==> config.mk <==
export PLATFORM = sky130hd
export DESIGN_NAME = beta_operand_stage_flat
export DESIGN_NICKNAME = d
export VERILOG_FILES = /design/src/rtl/beta_operand_stage_if.sv /design/src/rtl/beta_operand_stage.sv /design/src/flat_wrapper.sv
export SDC_FILE = /design/constraint.sdc
export NUM_CORES = 1
export LEC_CHECK = 0
export CAP_MARGIN = 20
export CORE_MARGIN = 10
export CORE_UTILIZATION = 39
export DETAILED_ROUTE_END_ITERATION = 10
export GPL_TIMING_DRIVEN = 0
export PLACE_DENSITY = 0.87
export SYNTH_ARGS = -nofsm -noshare
export SYNTH_HDL_FRONTEND = slang
export SYNTH_SLANG_ARGS = --single-unit
==> constraint.sdc <==
create_clock -name clk -period 4.55 [get_ports clk]
set_input_delay 0.91 -clock clk [delete_from_list [all_inputs] [get_ports clk]]
set_output_delay 0.91 -clock clk [all_outputs]
set_load 0.05 [all_outputs]
==> src/rtl/beta_operand_stage_if.sv <==
// ALU-facing result bundle of the Beta decode/operand-fetch stage.
// master: the operand stage that drives the registered operands and sideband.
// slave : the execute stage that consumes them.
interface beta_operand_stage_if;
    logic [31:0] data_a;
    logic [31:0] data_b;
    logic [3:0]  alufn;
    logic        out_valid;
    logic        out_wen;
    logic [4:0]  out_rc;
    logic        out_is_load;
    logic        out_is_store;
    logic        out_illegal;
    logic [31:0] out_store_data;

    modport master (
        output data_a, data_b, alufn, out_valid, out_wen, out_rc,
               out_is_load, out_is_store, out_illegal, out_store_data
    );
    modport slave (
        input  data_a, data_b, alufn, out_valid, out_wen, out_rc,
               out_is_load, out_is_store, out_illegal, out_store_data
    );
endinterface

==> src/rtl/beta_operand_stage.sv <==
// Beta decode / operand-fetch stage feeding the execute-stage ALU.
// Decodes one instruction per enabled cycle, reads two register-file ports,
// resolves RAW hazards and registers operands plus control sideband.
// Optional feature macro: OPERAND_BYPASS_EN
//   defined   : EX > MEM > WB forwarding, stall only on load-use.
//   undefined : no forwarding, stall on any pending write to a used source.
module beta_operand_stage #(
    parameter int NREG = 32
) (
    input  logic        clk,
    input  logic        rst_n,
    input  logic        clk_en,
    input  logic        flush,
    input  logic        in_valid,
    input  logic [31:0] in_instr,
    output logic [4:0]  rf_addr_a,
    output logic [4:0]  rf_addr_b,
    input  logic [31:0] rf_data_a,
    input  logic [31:0] rf_data_b,
    input  logic        ex_wen,
    input  logic        mem_wen,
    input  logic        wb_wen,
    input  logic [4:0]  ex_waddr,
    input  logic [4:0]  mem_waddr,
    input  logic [4:0]  wb_waddr,
    input  logic [31:0] ex_wdata,
    input  logic [31:0] mem_wdata,
    input  logic [31:0] wb_wdata,
    input  logic        ex_is_load,
    output logic        stall,
    beta_operand_stage_if.master alu
);
    // Highest-numbered register is hardwired to zero.
    localparam logic [4:0] RZERO = 5'(NREG - 1);

    typedef struct packed {
        logic is_op;
        logic is_opc;
        logic is_ld;
        logic is_st;
        logic legal;
    } dec_t;

    logic [5:0]  op;
    logic [4:0]  rc, ra, rb;
    logic [15:0] lit;
    logic [31:0] lit_sext;
    logic        fn_ok;
    dec_t        dec;

    assign op       = in_instr[31:26];
    assign rc       = in_instr[25:21];
    assign ra       = in_instr[20:16];
    assign rb       = in_instr[15:11];
    assign lit      = in_instr[15:0];
    assign lit_sext = {{16{lit[15]}}, lit};

    // Classify the opcode; ALU function codes x7, xB, xF are unassigned.
    always_comb begin
        fn_ok      = !((op[1:0] == 2'b11) && (op[3] || op[2]));
        dec        = '0;
        dec.is_op  = (op[5:4] == 2'b10) && fn_ok;
        dec.is_opc = (op[5:4] == 2'b11) && fn_ok;
        dec.is_ld  = (op == 6'b011000);
        dec.is_st  = (op == 6'b011001);
        dec.legal  = dec.is_op || dec.is_opc || dec.is_ld || dec.is_st;
    end

    // Port B reads the store-data register for ST, rb otherwise.
    assign rf_addr_a = ra;
    assign rf_addr_b = dec.is_st ? rc : rb;

    // Value of source register s, taking in-flight writes into account.
    function automatic logic [31:0] resolve(input logic [4:0] s, input logic [31:0] rf_val);
        logic [31:0] v;
        if (s == RZERO)
            v = '0;
`ifdef OPERAND_BYPASS_EN
        else if (ex_wen && ex_waddr == s)
            v = ex_wdata;
        else if (mem_wen && mem_waddr == s)
            v = mem_wdata;
        else if (wb_wen && wb_waddr == s)
            v = wb_wdata;
`endif
        else
            v = rf_val;
        return v;
    endfunction

    // True when source s cannot be supplied this cycle.
    function automatic logic blocked(input logic [4:0] s);
        logic b;
`ifdef OPERAND_BYPASS_EN
        b = (s != RZERO) && ex_is_load && ex_wen && (ex_waddr == s);
`else
        b = (s != RZERO) && ((ex_wen  && ex_waddr  == s) ||
                             (mem_wen && mem_waddr == s) ||
                             (wb_wen  && wb_waddr  == s));
`endif
        return b;
    endfunction

`ifndef OPERAND_BYPASS_EN
    // Forwarded data and load flag have no consumer without the bypass network.
    logic unused_fwd;
    assign unused_fwd = ^{ex_wdata, mem_wdata, wb_wdata, ex_is_load};
`endif

    logic [31:0] res_a, res_b;
    logic [31:0] nxt_a, nxt_b;
    logic [3:0]  nxt_fn;
    logic        take;

    // Operand muxing; illegal instructions present zero operands.
    always_comb begin
        res_a  = resolve(ra, rf_data_a);
        res_b  = resolve(rf_addr_b, rf_data_b);
        nxt_a  = dec.legal ? res_a : '0;
        nxt_b  = dec.is_op ? res_b : (dec.legal ? lit_sext : '0);
        nxt_fn = (dec.is_op || dec.is_opc) ? op[3:0] : 4'd0;
    end

    // Load-use (or any-pending-write) interlock over the sources actually read.
    assign stall = rst_n && in_valid &&
                   ((dec.legal && blocked(ra)) ||
                    (dec.is_op && blocked(rb)) ||
                    (dec.is_st && blocked(rc)));

    assign take = in_valid && !flush && !stall;

    // Pipeline register: flush/stall/invalid produce a bubble, clk_en=0 holds.
    always_ff @(posedge clk or negedge rst_n) begin
        if (!rst_n) begin
            alu.data_a         <= '0;
            alu.data_b         <= '0;
            alu.alufn          <= '0;
            alu.out_valid      <= 1'b0;
            alu.out_wen        <= 1'b0;
            alu.out_rc         <= '0;
            alu.out_is_load    <= 1'b0;
            alu.out_is_store   <= 1'b0;
            alu.out_illegal    <= 1'b0;
            alu.out_store_data <= '0;
        end else if (clk_en) begin
            alu.data_a         <= nxt_a;
            alu.data_b         <= nxt_b;
            alu.alufn          <= nxt_fn;
            alu.out_rc         <= rc;
            alu.out_store_data <= res_b;
            alu.out_valid      <= take;
            alu.out_wen        <= take && dec.legal && !dec.is_st && (rc != RZERO);
            alu.out_is_load    <= take && dec.is_ld;
            alu.out_is_store   <= take && dec.is_st;
            alu.out_illegal    <= take && !dec.legal;
        end
    end
endmodule

==> src/flat_wrapper.sv <==
// flat-port wrapper written by rule: the top's interface ports become plain ports
module beta_operand_stage_flat 
#(
    parameter int NREG = 32
)
  (clk, rst_n, clk_en, flush, in_valid, in_instr, rf_addr_a, rf_addr_b, rf_data_a, rf_data_b, ex_wen, mem_wen, wb_wen, ex_waddr, mem_waddr, wb_waddr, ex_wdata, mem_wdata, wb_wdata, ex_is_load, stall, alu_data_a, alu_data_b, alu_alufn, alu_out_valid, alu_out_wen, alu_out_rc, alu_out_is_load, alu_out_is_store, alu_out_illegal, alu_out_store_data);
  beta_operand_stage_if alu_i ();
  input  logic clk;
  input  logic rst_n;
  input  logic clk_en;
  input  logic flush;
  input  logic in_valid;
  input  logic [31:0] in_instr;
  output logic [4:0] rf_addr_a;
  output logic [4:0] rf_addr_b;
  input  logic [31:0] rf_data_a;
  input  logic [31:0] rf_data_b;
  input  logic ex_wen;
  input  logic mem_wen;
  input  logic wb_wen;
  input  logic [4:0] ex_waddr;
  input  logic [4:0] mem_waddr;
  input  logic [4:0] wb_waddr;
  input  logic [31:0] ex_wdata;
  input  logic [31:0] mem_wdata;
  input  logic [31:0] wb_wdata;
  input  logic ex_is_load;
  output logic stall;
  output wire logic [$bits(alu_i.data_a)-1:0] alu_data_a;
  output wire logic [$bits(alu_i.data_b)-1:0] alu_data_b;
  output wire logic [$bits(alu_i.alufn)-1:0] alu_alufn;
  output wire logic [$bits(alu_i.out_valid)-1:0] alu_out_valid;
  output wire logic [$bits(alu_i.out_wen)-1:0] alu_out_wen;
  output wire logic [$bits(alu_i.out_rc)-1:0] alu_out_rc;
  output wire logic [$bits(alu_i.out_is_load)-1:0] alu_out_is_load;
  output wire logic [$bits(alu_i.out_is_store)-1:0] alu_out_is_store;
  output wire logic [$bits(alu_i.out_illegal)-1:0] alu_out_illegal;
  output wire logic [$bits(alu_i.out_store_data)-1:0] alu_out_store_data;
  assign alu_data_a = alu_i.data_a;
  assign alu_data_b = alu_i.data_b;
  assign alu_alufn = alu_i.alufn;
  assign alu_out_valid = alu_i.out_valid;
  assign alu_out_wen = alu_i.out_wen;
  assign alu_out_rc = alu_i.out_rc;
  assign alu_out_is_load = alu_i.out_is_load;
  assign alu_out_is_store = alu_i.out_is_store;
  assign alu_out_illegal = alu_i.out_illegal;
  assign alu_out_store_data = alu_i.out_store_data;
  beta_operand_stage #(.NREG(NREG)) u_core (.clk(clk), .rst_n(rst_n), .clk_en(clk_en), .flush(flush), .in_valid(in_valid), .in_instr(in_instr), .rf_addr_a(rf_addr_a), .rf_addr_b(rf_addr_b), .rf_data_a(rf_data_a), .rf_data_b(rf_data_b), .ex_wen(ex_wen), .mem_wen(mem_wen), .wb_wen(wb_wen), .ex_waddr(ex_waddr), .mem_waddr(mem_waddr), .wb_waddr(wb_waddr), .ex_wdata(ex_wdata), .mem_wdata(mem_wdata), .wb_wdata(wb_wdata), .ex_is_load(ex_is_load), .stall(stall), .alu(alu_i));
endmodule
==> impl_metrics.toml, run 1 <==
[floorplanning]
floorplan.io_pins = 337
floorplan.die_area_sq_mm = 0.0180
row_count = 41
die_w_um = 134
floorplan.die.height_um = 134
core_sq_mm = 0.0127
initial_core_util_pct = 40.0

[detailed_routing]
viasPerCell = 5.34
drt_pre_antenna_iters = 4
detailroute.via_count = 4640
detail_route.drc_violations = 0
first_iter_violations = 251
detail_route.wl_per_cell_um = 21.7
ant_nets = 0
finalWirelength_mm = 18.8

[sta]
grt_setup_unrepaired = "no"
final_critical_path_setup_slack_ns = 0.231
min_period_ns = 4.32
final.setup_skew_ns = 0
final_setup_viols = 0
timing.final.max_slew_violations = 0
tightest_slew_ns = 0.666
fmax_mhz = 232
timing.final.crit_share_pct = 94.9
worst_slew_margin_rel_pct = 55.6
hold_viol = 0

[finish]
fillCellCount = 1026
seq_area_sq_mm = 0.00275
diodes = 0
total_area_of_multi_input_combinational_cells_sq_mm = 0.00206
area.growth.synth_to_final_pct = 56.7
layout.core_utilization_pct = 62.7
finalNonFillerCells = 869
layout-drive-gt1-share_pct = 9.04
final_net_count = 908

[synthesis]
post-synth-top-area-cell = "dfrtp_1"
syn_nets = 668
postSynthCellCount = 452
synth_top_flop_cell = "dfrtp_1"
syn_avg_cell_area_sq_um = 11.2
synth_enable_flop_cells = 0
syn_area_sq_mm = 0.00507
synth_seq_area_share_pct = 54.3
ys_top_cells_by_area = "dfrtp_1 (54%), a22o_1 (8.1%), xor2_1 (6.2%)"
synth.most_common_cell = "dfrtp_1"
synth-async-reset-ratio_pct = 100
yosysTopAreaCellShare_pct = 54.3
post_synth_top_cells = "dfrtp_1 (110), nand2_1 (53), a22o_1 (47), xor2_1 (36), o2bb2ai_1 (33)"
count_of_state_elements_after_synthesis = 110
yosys_warnings = 0
synth_cell_type_count = 38

[critical_path]
critical_path.startpoint = "in_instr[26]"
cp_class = "input port to primary output"
timing.critical_path.arrival_ns = 3.41
cp_data_required_time_ns = 3.64
rr_startpoint = "u_core.alu.data_b[6]$_DFFE_PN0P_"
top_fanout_value_on_the_critical_path = 10
critical_path.startpoint_type = "input port"
critical_path.endpoint_type = "primary output"

[global_route]
grt_overflow_total = 0
first_global_vias = 5096
grt_start_max_net_pins = 68
grt_usage_pct = 20.3
first_pass_grt_wire_length_mm = 28.9
grt_antenna_before_repair = 0

[power_and_ir_drop]
power.static_leakage_nw = 3.43
peakVddDrop_v = 0.000215
power-per-cell-area_mw_per_mm2 = 378

[clocking]
cts_sinks = 110
clkSlewWorstSetupHoldPaths_ns = 0.08
cts_root_buf = "clkbuf_16"
cts-root-to-sink-buffers = 2
h-tree-depth = 3
numCtsBuffers = 9
cts_tree = "built"
clock_latency_ns = 0.35

[min_path]
min_from = "u_core.alu.out_store_data[11]$_DFFE_PN0P_"
hold_path_class = "flop to flop"

[run_status]
outcome = "finished, final reports clean"

[flow_run]
drv_cap = 0

[placed_design]
cells_after_dpl = 853
pre_cts_slack_ns = -0.0721
gp_congestion = 0.831
buffer_ports.inserted = 228
dp_hpwl_mm = 14.7
-- cells in the final DEF (no fill, tap or decap), types with 14 or more instances in the layout --
master	n
clkbuf_1	15
a21oi_1	17
buf_2	20
nand3_1	14
xor2_1	36
nor2_1	21
clkdlybuf4s50_1	226
a22o_1	47
nand2_1	53
dfrtp_1	110
o2bb2ai_1	33
-- through the flow --
stage / TNS, ns / total power, mW / cell area, sq um / hold WS [ns]
floorplan: 0 / 1.68 / 5070 / 0.614
detailed placement: -0.0721 / 2.09 / 7590 / 0.472
global route: 0 / 3.12 / 7940 / 0.507
global placement: -184.94 / 2.07 / 7560 / 0.470
CTS: 0 / 3.03 / 7940 / 0.494
finish: 0 / 3.00 / 7940 / 0.487
-- worst paths after layout --
check	endpoint	slack [ns]	cells after the start
hold / removal	u_core.alu.out_store_data[11]$_DFFE_PN0P_	0.49	1
max in group asynchronous	u_core.alu.data_a[22]$_DFFE_PN0P_	3.22	2
setup / recovery	stall	0.23	9
setup reg to reg	u_core.alu.data_b[6]$_DFFE_PN0P_	3.65	2
min in group asynchronous	u_core.alu.data_b[28]$_DFFE_PN0P_	0.58	1
hold reg to reg	u_core.alu.out_store_data[11]$_DFFE_PN0P_	0.49	1
-- timing repair --
action / 4_1_cts / 5_1_grt
endpoints found under the setup margin: 1 / 0
resized for setup: 1 / 0
buffers inserted: 0 / 0
hold buffers: 0 / 0
-- final cells by class --
cell class	count	share of cell area, %
sequential	110	34.7
timing repair buffer	229	29.0
multi-input combinational	293	26.0
buffer	44	2.91
clock buffer	9	2.84
tap	172	2.71
clock inverter	7	1.62
inverter	5	0.236
-- state kept, by name, indices dropped and copies added, names as in the netlist --
signal / cells
u_core.alu.out_valid: 1
u_core.alu.out_is_load: 1
u_core.alu.out_wen: 1
u_core.alu.data_a: 32
u_core.alu.out_is_store: 1
u_core.alu.alufn: 4
u_core.alu.data_b: 32
u_core.alu.out_illegal: 1
u_core.alu.out_rc: 5
u_core.alu.out_store_data: 32
-- report_power, final --
group          switching [mW]  internal, mW  leakage [nW]
clock network           0.379         0.547         0.170
logic                   0.588         0.355          1.87
registers              0.0592          1.07          1.38
total                    1.03          1.97          3.43
-- critical path, stage by stage --
cell and delay (ns):
clkdlybuf4s50_1 0.58, o211ai_1 0.19, nand3b_1 0.19, nor2b_1 0.17, buf_2 0.26, nand2_1 0.08
a31oi_1 0.32, o21a_1 0.18, dlygate4sd2_1 0.53
-- metal layers --
layer	routed length, um	track usage (%)
met5	0	0
met4	371	6.95
met3	1650	7.54
met2	9240	34.0
met1	7560	23.4
-- cell families after synthesis --
logic type      after synthesis  synth area share [%]
compound gates              123                  20.1
flops                       110                  54.3
buf+inv                      49                  4.94
mux                          11                  2.42
simple gates                114                  10.4
xor+xnor                     45                  7.78
(Power assumes the default switching activity.)
==> run 2: changes to the inputs <==
- CTS_CLUSTER_DIAMETER: default -> 100
==> results of run 2 <==
Same layout as run 1: the final DEF is identical, and so are final timing and power.
==> run 3: changes to the inputs <==
- MAX_ROUTING_LAYER: default -> met4
==> impl_metrics.toml, run 3 (same netlist as run 1, synthesis figures left out) <==
[run_status]
outcome = "finished, final reports clean"

[sta]
final_critical_path_setup_slack_ns = 0.225
hold_viol = 0
worst_slew_margin_rel_pct = 57.3
tightest_slew_ns = 0.640
timing.final.max_slew_violations = 0
final_setup_viols = 0
fmax_mhz = 231
grt_setup_unrepaired = "no"
final.setup_skew_ns = 0
min_period_ns = 4.32
timing.final.crit_share_pct = 95.1

[detailed_routing]
finalWirelength_mm = 18.4
first_iter_violations = 217
drt_pre_antenna_iters = 4
detailroute.via_count = 4532
viasPerCell = 5.22
detail_route.drc_violations = 0
ant_nets = 0
detail_route.wl_per_cell_um = 21.2

[clocking]
cts-hold-fix-buffers = 0
cts_tree = "built"
clock_latency_ns = 0.34
h-tree-depth = 3
cts-root-to-sink-buffers = 2
clkSlewWorstSetupHoldPaths_ns = 0.07
cts_sinks = 110
numCtsBuffers = 9
cts_root_buf = "clkbuf_16"

[finish]
area.growth.synth_to_final_pct = 55.6
layout-drive-gt1-share_pct = 8.90
top_regs = "u_core.alu.data_a: 32 flops, u_core.alu.data_b: 32 flops, u_core.alu.out_store_data: 32 flops"
diodes = 0
fillCellCount = 1028
layout.core_utilization_pct = 62.2
final_net_count = 908
seq_area_sq_mm = 0.00275
total_area_of_multi_input_combinational_cells_sq_mm = 0.00206
final_common_cell = "clkdlybuf4s50_1"
final_cell_mix = "clkdlybuf4s50_1 (226), dfrtp_1 (110), nand2_1 (53)"

[critical_path]
critical_path.endpoint_type = "primary output"
cp_class = "input port to primary output"
cp_data_required_time_ns = 3.64
critical_path.startpoint_type = "input port"
timing.critical_path.arrival_ns = 3.41
top_fanout_value_on_the_critical_path = 10

[floorplanning]
initial_core_util_pct = 40.0
floorplan.die_area_sq_mm = 0.0180
floorplan.io_pins = 337
die_w_um = 134
row_count = 41
core_sq_mm = 0.0127
floorplan.die.height_um = 134

[global_route]
first_global_vias = 4997
grt_usage_pct = 20.7
first_pass_grt_wire_length_mm = 28.5
grt_antenna_before_repair = 0
grt_start_max_net_pins = 68
grt_overflow_total = 0

[placed_design]
gp_congestion = 0.839
dp_hpwl_mm = 14.6
buffer_ports.inserted = 228
pre_cts_slack_ns = -0.100

[power_and_ir_drop]
peakVddDrop_v = 0.000227
report.power.total_mw = 2.85
power-per-cell-area_mw_per_mm2 = 361
power.static_leakage_nw = 3.41

[flow_run]
drv_cap = 0

[min_path]
hold_path_class = "flop to flop"
run 3: path summary, 6_finish.rpt:
check	slack, ns	start	cells after the start	to
min reg2reg	0.49	u_core.alu.out_store_data[12]$_DFFE_PN0P_	1	u_core.alu.out_store_data[12]$_DFFE_PN0P_
min	0.49	u_core.alu.out_store_data[12]$_DFFE_PN0P_	1	u_core.alu.out_store_data[12]$_DFFE_PN0P_
min in group asynchronous	0.58	rst_n	1	u_core.alu.out_store_data[26]$_DFFE_PN0P_
max reg2reg	3.63	u_core.alu.data_b[8]$_DFFE_PN0P_	2	u_core.alu.data_b[8]$_DFFE_PN0P_
max in group asynchronous	3.22	rst_n	2	u_core.alu.out_store_data[5]$_DFFE_PN0P_
max	0.23	in_instr[26]	9	stall
run 3: final cells by class:
| type | instances | share of cell area [%] |
|---|---|---|
| inverters | 5 | 0.238 |
| clock buffers | 13 | 3.43 |
| multi-input cells | 293 | 26.2 |
| plain buffers | 44 | 2.94 |
| repair buffers | 229 | 29.2 |
| flip-flops and latches | 110 | 34.9 |
| well taps | 172 | 2.73 |
| clock inverters | 3 | 0.317 |
run 3: worst max-delay path, cell delays in order:
cell	delay (ns)
clkdlybuf4s50_1	0.56
o211ai_1	0.19
nand3b_1	0.18
nor2b_1	0.16
buf_2	0.27
nand2_1	0.10
a31oi_1	0.34
o21a_1	0.18
dlygate4sd2_1	0.53
run 3: per-layer routing:
| metal | track usage [%] | share of wire, % | vias to the layer above |
|---|---|---|---|
| li1 | - | - | 2092 |
| met1 | 23.8 | 42 | 2240 |
| met2 | 34.2 | 49 | 186 |
| met3 | 7.06 | 7.9 | 14 |
| met4 | 4.96 | 1.0 | 0 |
| met5 | - | 0 | - |
run 3: through the flow:
stage                     TNS [ns]  hold slack, ns  instance area, sq um  cells
after floorplan                  0           0.614                  5070    452
after global placement     -187.67           0.470                  7560    852
after detailed placement    -0.100           0.472                  7590    853
after CTS                        0           0.494                  7880    869
after global routing             0           0.506                  7880    869
final                            0           0.487                  7880    869
run 3: timing repair:
| item | 4_1_cts | 5_1_grt |
|---|---|---|
| resized for setup | 1 | 0 |
| setup buffers | 0 | 0 |
| endpoints found under the hold margin | 0 | 0 |
| endpoints found under the setup margin | 1 | 0 |
run 3: where the power goes:
| part | total [mW] | switching [mW] | internal [mW] |
|---|---|---|---|
| sequential | 1.13 | 0.0591 | 1.07 |
| combinational | 0.940 | 0.585 | 0.355 |
| clock | 0.777 | 0.355 | 0.422 |
| total | 2.85 | 0.999 | 1.85 |
